`config.mk`:
```
export PLATFORM = sky130hd
export DESIGN_NAME = fwd_sel_ctrl
export DESIGN_NICKNAME = d
export VERILOG_FILES = /design/src/rtl/pipe_pkg.sv /design/src/rtl/fwd_match.sv /design/src/rtl/fwd_sel_ctrl.sv
export SDC_FILE = /design/constraint.sdc
export NUM_CORES = 1
export LEC_CHECK = 0
export CORE_ASPECT_RATIO = 1.1
export CORE_MARGIN = 2
export CORE_UTILIZATION = 44
export CTS_BUF_LIST = sky130_fd_sc_hd__clkbuf_16
export DETAILED_ROUTE_END_ITERATION = 16
export GPL_TIMING_DRIVEN = 0
export PLACE_DENSITY = 0.79
export SLEW_MARGIN = 20
export SYNTH_ARGS = -nofsm -noshare
export SYNTH_HDL_FRONTEND = slang
export SYNTH_SLANG_ARGS = --single-unit
```
`constraint.sdc`:
```
create_clock -name clk -period 3.25 [get_ports clk]
set_input_delay 0.8125 -clock clk [delete_from_list [all_inputs] [get_ports clk]]
set_output_delay 0.8125 -clock clk [all_outputs]
set_load 0.02 [all_outputs]
```
`src/rtl/pipe_pkg.sv`:
```
// Shared pipeline definitions: operand-mux select codes, forwarding FSM states
// and the default register-address width.
package pipe_pkg;

  localparam int DEF_REG_AW = 5;

  localparam logic [1:0] SEL_RF    = 2'd0;
  localparam logic [1:0] SEL_EXMEM = 2'd1;
  localparam logic [1:0] SEL_MEMWB = 2'd2;
  localparam logic [1:0] SEL_IMM   = 2'd3;

  typedef enum logic [1:0] {
    ST_RUN      = 2'd0,
    ST_LU_STALL = 2'd1,
    ST_HOLD     = 2'd2
  } fwd_state_t;

endpackage

```
`src/rtl/fwd_match.sv`:
```
// Compares one ID source register against the EX and MEM destinations.
// Register 0 is hardwired, so it never matches a producer.
module fwd_match
  import pipe_pkg::*;
#(
  parameter int REG_AW = DEF_REG_AW
) (
  input  logic [REG_AW-1:0] src,
  input  logic [REG_AW-1:0] ex_rd,
  input  logic              ex_we,
  input  logic [REG_AW-1:0] mem_rd,
  input  logic              mem_we,
  output logic              hit_ex,
  output logic              hit_mem
);

  logic src_nonzero;

  assign src_nonzero = (src != '0);
  assign hit_ex      = ex_we  & (ex_rd  == src) & src_nonzero;
  assign hit_mem     = mem_we & (mem_rd == src) & src_nonzero;

endmodule

```
`src/rtl/fwd_sel_ctrl.sv`:
```
// ID-stage forwarding control: computes registered ALU operand mux selects,
// inserts a one-cycle load-use stall plus bubble, and honours pipeline hold.
module fwd_sel_ctrl
  import pipe_pkg::*;
#(
  parameter int REG_AW = DEF_REG_AW,
  parameter int CNT_W  = 16
) (
  input  logic              clk,
  input  logic              rst,
  input  logic              hold_i,
  input  logic              id_valid_i,
  input  logic [REG_AW-1:0] id_rs_i,
  input  logic [REG_AW-1:0] id_rt_i,
  input  logic              id_use_rs_i,
  input  logic              id_use_rt_i,
  input  logic              id_use_imm_i,
  input  logic [REG_AW-1:0] ex_rd_i,
  input  logic              ex_we_i,
  input  logic              ex_load_i,
  input  logic [REG_AW-1:0] mem_rd_i,
  input  logic              mem_we_i,
  output logic              stall_o,
  output logic              bubble_o,
  output logic [1:0]        sel_a_o,
  output logic [1:0]        sel_b_o,
  output logic [CNT_W-1:0]  stall_cnt_o
);

  fwd_state_t state, state_next;

  logic       hit_ex_rs, hit_mem_rs, hit_ex_rt, hit_mem_rt;
  logic       lu;
  logic       do_load, do_bubble;
  logic [1:0] sel_a_c, sel_b_c;

  fwd_match #(.REG_AW(REG_AW)) u_match_rs (
    .src     (id_rs_i),
    .ex_rd   (ex_rd_i),
    .ex_we   (ex_we_i),
    .mem_rd  (mem_rd_i),
    .mem_we  (mem_we_i),
    .hit_ex  (hit_ex_rs),
    .hit_mem (hit_mem_rs)
  );

  fwd_match #(.REG_AW(REG_AW)) u_match_rt (
    .src     (id_rt_i),
    .ex_rd   (ex_rd_i),
    .ex_we   (ex_we_i),
    .mem_rd  (mem_rd_i),
    .mem_we  (mem_we_i),
    .hit_ex  (hit_ex_rt),
    .hit_mem (hit_mem_rt)
  );

  // EX match is checked first because it is the youngest producer
  always_comb begin
    sel_a_c = SEL_RF;
    sel_b_c = SEL_RF;
    if (id_use_rs_i) begin
      if (hit_ex_rs)       sel_a_c = SEL_EXMEM;
      else if (hit_mem_rs) sel_a_c = SEL_MEMWB;
    end
    if (id_use_imm_i) begin
      sel_b_c = SEL_IMM;
    end else if (id_use_rt_i) begin
      if (hit_ex_rt)       sel_b_c = SEL_EXMEM;
      else if (hit_mem_rt) sel_b_c = SEL_MEMWB;
    end
  end

  assign lu = id_valid_i & ex_load_i &
              ((id_use_rs_i & hit_ex_rs) | (id_use_rt_i & ~id_use_imm_i & hit_ex_rt));

  // A released hold makes its decision in the same cycle, exactly like RUN
  always_comb begin
    state_next = state;
    stall_o    = 1'b0;
    do_load    = 1'b0;
    do_bubble  = 1'b0;
    case (state)
      ST_RUN, ST_HOLD: begin
        if (hold_i) begin
          state_next = ST_HOLD;
          stall_o    = 1'b1;
        end else if (lu) begin
          state_next = ST_LU_STALL;
          stall_o    = 1'b1;
          do_bubble  = 1'b1;
        end else begin
          state_next = ST_RUN;
          do_load    = 1'b1;
        end
      end
      ST_LU_STALL: begin
        if (hold_i) begin
          state_next = ST_HOLD;
        end else begin
          state_next = ST_RUN;
          do_load    = 1'b1;
        end
      end
      default: state_next = ST_RUN;
    endcase
    if (rst) stall_o = 1'b0;
  end

  always_ff @(posedge clk) begin
    if (rst) begin
      state       <= ST_RUN;
      bubble_o    <= 1'b1;
      sel_a_o     <= SEL_RF;
      sel_b_o     <= SEL_RF;
      stall_cnt_o <= '0;
    end else begin
      state <= state_next;
      if (do_load) begin
        bubble_o <= ~id_valid_i;
        sel_a_o  <= sel_a_c;
        sel_b_o  <= sel_b_c;
      end else if (do_bubble) begin
        bubble_o <= 1'b1;
        sel_a_o  <= SEL_RF;
        sel_b_o  <= SEL_RF;
        if (stall_cnt_o != '1) stall_cnt_o <= stall_cnt_o + 1'b1;
      end
    end
  end

endmodule

```
==> results of run 1 <==
## per-layer routing
metal	global-route usage, %	share of wire (%)	vias up
met5	0	0	-
met4	9.30	2.5	0
met3	2.87	6.3	13
met2	39.9	51	76
met1	21.8	40	743
li1	-	-	768
## stage by stage
step / power (mW) / util (%) / setup TNS [ps]
floorplan: 0.337 / - / 0
global placement: 0.395 / 64.0 / -904
detailed placement: 0.398 / 64.0 / -1790
CTS: 0.663 / 68.3 / 0
global route: 0.687 / 68.3 / 0
finish: 0.664 / 68.3 / 0
## cell families after synthesis
group | after synthesis | synth area share [%]
fa+ha+maj | 1 | 0.878
buf+inv | 6 | 1.67
mux | 4 | 3.07
compound gates | 35 | 14.8
flops | 23 | 32.3
xor+xnor | 21 | 12.9
simple gates | 81 | 34.3
## power by group
| group | total (mW) | switching, mW | internal, mW |
|---|---|---|---|
| sequential | 0.286 | 0.00147 | 0.285 |
| clock | 0.267 | 0.101 | 0.165 |
| combinational | 0.111 | 0.0553 | 0.0559 |
| total | 0.664 | 0.158 | 0.506 |
## final timing paths
kind / startpoint / to / slack (ps) / cells past startpoint
min reg2reg: sel_a_o[0]$_SDFFE_PP0P_ / sel_a_o[0]$_SDFFE_PP0P_ / 450 / 2
min: sel_a_o[0]$_SDFFE_PP0P_ / sel_a_o[0]$_SDFFE_PP0P_ / 450 / 2
max reg2reg: stall_cnt_o[8]$_SDFFE_PP0P_ / stall_cnt_o[1]$_SDFFE_PP0P_ / 820 / 7
max: id_rt_i[1] / stall_o / 50 / 7
## worst min-delay path: stages (launching register included)
cell,delay [ps]
dfxtp_1,310
nand2_1,50
a21oi_1,50
## area by class of cell
class	instances	area, um2	area share (%)
plain buffers	4	16.3	0.774
repair buffers	57	518	24.7
multi-input cells	142	976	46.5
flip-flops and latches	23	460	21.9
clock buffers	3	75.1	3.57
clock inverters	1	5.00	0.238
well taps	34	42.5	2.03
inverters	2	7.51	0.357
## layout by cell type (no fill, tap or decap), types with 7 or more instances in the layout
cell             instances
nor3_1                   7
dfxtp_1                 23
buf_4                    7
nor2_1                  10
clkdlybuf4s50_1         32
dlygate4sd2_1           10
a21oi_1                 14
nand3_1                  9
xnor2_1                  8
xor2_1                  12
nand2_1                 15
## flip-flops by register name, summed over array words and instances, names as in the netlist
signal	count
stall_cnt_o	16
state	2
bubble_o	1
sel_b_o	2
sel_a_o	2
## timing repair
action / 4_1_cts / 5_1_grt
resized for setup: 33 / 8
setup buffers: 6 / 1
pin swaps: 9 / 5
setup endpoints to repair: 1 / 2
==> metrics, run 1 <==
top-level port count 52; leakage power 0.746 nW; via density per instance 6.02; Syn-to-layout area delta 47.4%; status finished, final reports clean; Overall Global Routing Usage 21.0%; Final Hold Fails 0; Post-synth EDFFs 0; Routed Antenna Nets 0; FP Rows 21; Setup WS pre-CTS -872 ps; diode count 0; FF+latch count, synth 23; die outline area 0.00371 mm2; Final Non-Filler Cells 266; Fillers 247; routed via count 1,600; power density over the cells 316 mW/mm2; drt wl/cell 14.9 um; area leader, netlist dfxtp_1; worst hold path type reg2reg; Seq/Total Area, Yosys 32.3%; CTS root buffer clkbuf_16; Mean Syn Cell Area 8.33 um2; cell family with most CP delay simple AND/OR/NAND/NOR gates; pin count of the biggest net entering global routing 14; slowest stage delay, CP 550 ps; GP Congestion 0.879; worst-path fanout max 3; DRC viols 0; Critical Path Start Type primary input; Commonest cells post-synth 23 x dfxtp_1, 15 x nand2_1, 14 x a21oi_1, 12 x xor2_1, 11 x nor2_1; cells after synthesis 171; ys async rst share 0%; CP required 2440 ps; post-DP HPWL 3030 um; Fmax 312 MHz; Finished Cell Area 0.00210 mm2; Clock Latency Late Sink 260 ps; count leader, synth dfxtp_1; Congestion Overflow GR 0; TritonCTS clock tree built; count of cell types in the netlist 42; Cell Chain, Critical Path dlygate4sd2_1 -> or4_4 -> o21ai_2 -> nor4_2 -> o211ai_1 -> a211oi_1 -> buf_2; Final Slew Violations 0; vias in the first global route 1,493; Worst Skew 2.34 ps; Fin Hold WS 454 ps; initial core utilization 46.4%; synthesized area 0.00143 mm2; most area-consuming cells after synthesis dfxtp_1 32%, xor2_1 7.4%, xnor2_1 5.5%; Buffers on Ports 50; VDD IR-drop max 0.267 mV; Worst-path clk slew 60 ps; fin crit share 98.6%; Main synth FF type dfxtp_1; Least-Margin Pin Slew 495 ps; count of final setup violators 0; initial antenna violation count 0; Setup CP Type in2out; global-route wire length before repair 6150 um; fin crit period 3200 ps; Worst Path Arrival 2390 ps; placed insts 255; MaxCap Viol Count 0; CTS sink count 23; slowest CP cell or4_4; unrepaired setup endpoints after global routing no; Post-DP Area 0.00197 mm2; H-tree depth 1; relative slew slack 67.0%; yosys warns 0; 1st-pass router iterations 5; Final WS setup 45.9 ps; crit path capture type primary output; nets 264; CTS Buf Count 3; Hold Buf Count CTS 0; Buf/Inv on CP 2; core box area 0.00307 mm2; Routed WL 3970 um; share of cells above drive strength 1 12.1%; chip height 63.7 um; Die Wd 58.3 um; Synth top area share 32.3%; Clock Tree Buf Depth 2; initial DRC count 67; syn_nets 202
Power figures use the tool's default switching activity.
==> inputs of run 2 (changes only) <==
--- a/config.mk
+++ b/config.mk
@@ -5,13 +5,14 @@
 export SDC_FILE = /design/constraint.sdc
 export NUM_CORES = 1
 export LEC_CHECK = 0
+export ABC_AREA = 1
 export CORE_ASPECT_RATIO = 1.1
 export CORE_MARGIN = 2
-export CORE_UTILIZATION = 44
+export CORE_UTILIZATION = 46
 export CTS_BUF_LIST = sky130_fd_sc_hd__clkbuf_16
 export DETAILED_ROUTE_END_ITERATION = 16
 export GPL_TIMING_DRIVEN = 0
-export PLACE_DENSITY = 0.79
+export PLACE_DENSITY = 0.8
 export SLEW_MARGIN = 20
 export SYNTH_ARGS = -nofsm -noshare
 export SYNTH_HDL_FRONTEND = slang
==> metrics, run 2 <==
CTS sink count 23 (unchanged); fin crit period 3090 ps (-113 ps); initial DRC count 114 (+70%); 1st-pass router iterations 4 (-1); routed via count 1,881 (+18%); most common cell after layout, fill and taps aside nand2_1; Seq/Total Area, Yosys 28.2% (-4.1 points); GP Congestion 0.914 (+3.9%); leakage power 0.984 nW (+32%); most frequent cells in the layout 69 x nand2_1, 50 x clkdlybuf4s50_1, 34 x inv_1; CP required 2440 ps (about the same); core box area 0.00336 mm2 (+9.2%); final setup TNS 0 ps (unchanged); Congestion Overflow GR 0 (unchanged); top-level port count 52 (unchanged); drt wl/cell 10.9 um (-27%); Worst Skew 2.56 ps (+0.228 ps); max reg flops 16 (unchanged); nets 359 (+36%); Main synth FF type dfxtp_1; worst-path fanout max 4 (+1); Setup WS pre-CTS -486 ps (+386 ps); Post-synth EDFFs 0 (unchanged); pin count of the biggest net entering global routing 14 (unchanged); relative slew slack 70.9% (+3.9 points); cells after synthesis 271 (+58%); Worst-path clk slew 60 ps (about the same); Finished Cell Area 0.00230 mm2 (+9.6%); most area-consuming cells after synthesis dfxtp_1 28%, nand2_1 16%, nor2_1 8.0%; count of final setup violators 0 (unchanged); Fin Hold WS 477 ps (+23.2 ps); Final Hold Fails 0 (unchanged); vias in the first global route 1,828 (+22%); area leader, netlist dfxtp_1; power density over the cells 292 mW/mm2 (-7.6%); ys async rst share 0% (unchanged); Worst Path Arrival 2280 ps (-110 ps); FP Rows 22 (+4.8%); share of cells above drive strength 1 9.17% (-2.9 points); placed insts 370 (+45%); H-tree depth 1 (unchanged); initial core utilization 48.6% (+2.3 points); Routed WL 4100 um (+3.4%); TritonCTS clock tree built; Final WS setup 159 ps (+113 ps); post-DP HPWL 3330 um (+10%); MaxCap Viol Count 0 (unchanged); Clock Latency Late Sink 260 ps (about the same); Commonest cells post-synth 69 x nand2_1, 35 x nor2_1, 34 x inv_1, 26 x nand3_1, 23 x dfxtp_1; diode count 0 (unchanged); initial antenna violation count 0 (unchanged); DRC viols 0 (unchanged); CTS root buffer clkbuf_16; chip height 66.5 um (+4.4%); Final Slew Violations 0 (unchanged); synthesized area 0.00163 mm2 (+15%); via density per instance 5.02 (-17%); sequential standard cell area 460 um2 (unchanged); FF+latch count, synth 23 (unchanged); multi-input logic area 0.00102 mm2 (+4.6%); syn_nets 302 (+50%); VDD IR-drop max 0.161 mV (-40%); global-route wire length before repair 7320 um (+19%); Pwr Total 0.673 mW (+1.3%); Reg with most FFs stall_cnt_o; die outline area 0.00404 mm2 (+8.9%); Routed Antenna Nets 0 (unchanged); Setup CP Type in2out; count leader, synth nand2_1; Fillers 313 (+27%); fin crit share 95.1% (-3.5 points); unrepaired setup endpoints after global routing no; Syn-to-layout area delta 41.1%; Post-DP Area 0.00220 mm2 (+12%); Fmax 324 MHz (+3.7%); Synth top area share 28.2% (-4.1 points); CTS Buf Count 3 (unchanged); Clock Tree Buf Depth 2 (unchanged); count of cell types in the netlist 29 (-31%); status finished, final reports clean; Final Non-Filler Cells 375 (+41%); crit path capture type primary output; Mean Syn Cell Area 6.03 um2 (-28%); Overall Global Routing Usage 23.1% (+2.2 points); Final Core Density 68.6% (+0.26 points); Least-Margin Pin Slew 436 ps (-58.6 ps); Critical Path Start Type primary input; worst hold path type reg2reg; Buffers on Ports 51 (+2.0%); Die Wd 60.8 um (+4.4%); yosys warns 0 (unchanged)
==> run 2: changes by cell type after synthesis, moves of 6 or more <==
cell and change:
xnor2_1 -7, nand3_1 +17, o21ai_0 +10, o21ai_1 -6, nand2_1 +54, inv_2 +7, nor2_1 +24, inv_1 +32
==> run 2: routing by layer <==
metal	global-route usage (%)	up-vias	part of all wire, %
li1	-	984	-
met1	27.7	841	43
met5	0	-	0
met3	3.30	7	4.6
met2	41.1	49	50
met4	7.88	0	1.5
==> run 2: repair_timing <==
| item | CTS | global route |
|---|---|---|
| buffers inserted | 1 | 0 |
| setup endpoints to repair | 1 | 1 |
| hold buffers | 0 | 0 |
| gates cloned | 0 | 0 |
| gates resized for setup | 7 | 3 |
| pin swaps | 2 | 1 |
==> run 2: final timing paths <==
path	start	endpoint	slack, ps	depth (start not counted)
min	sel_a_o[1]$_SDFFE_PP0P_	sel_a_o[1]$_SDFFE_PP0P_	480	2
max	id_rs_i[3]	stall_o	160	10
min reg2reg	sel_a_o[1]$_SDFFE_PP0P_	sel_a_o[1]$_SDFFE_PP0P_	480	2
max reg2reg	stall_cnt_o[0]$_SDFFE_PP0P_	stall_cnt_o[12]$_SDFFE_PP0P_	1450	7
==> run 2: critical path, cell delays in order <==
cell	delay (ps)
clkdlybuf4s50_1	500
inv_2	70
a21oi_1	130
nand2_1	80
nor2_2	130
nand3_2	100
nand2_4	80
a21oi_1	70
nor3_2	140
buf_4	170
==> run 2: cell families after synthesis <==
| logic type | after synthesis | synth area share [%] |
|---|---|---|
| and+or+nand+nor | 159 | 44.6 |
| buffers and inverters | 44 | 10.2 |
| DFF | 23 | 28.2 |
| adders and majority gates | 1 | 0.766 |
| xor gates and xnor gates | 9 | 4.83 |
| AOI/OAI and AO/OA | 35 | 11.4 |
==> run 2: layout make-up <==
| type | count | share of cell area [%] |
|---|---|---|
| buffer | 3 | 0.543 |
| tap | 48 | 2.61 |
| multi-input combinational | 204 | 44.3 |
| sequential | 23 | 20.0 |
| clock inverter | 1 | 0.217 |
| timing repair buffer | 52 | 22.4 |
| inverter | 41 | 6.68 |
| clock buffer | 3 | 3.26 |
==> run 2: report_power, final <==
part	internal (mW)	switching, mW
Combinational	0.0568	0.0572
Clock	0.166	0.107
Sequential	0.285	0.00145
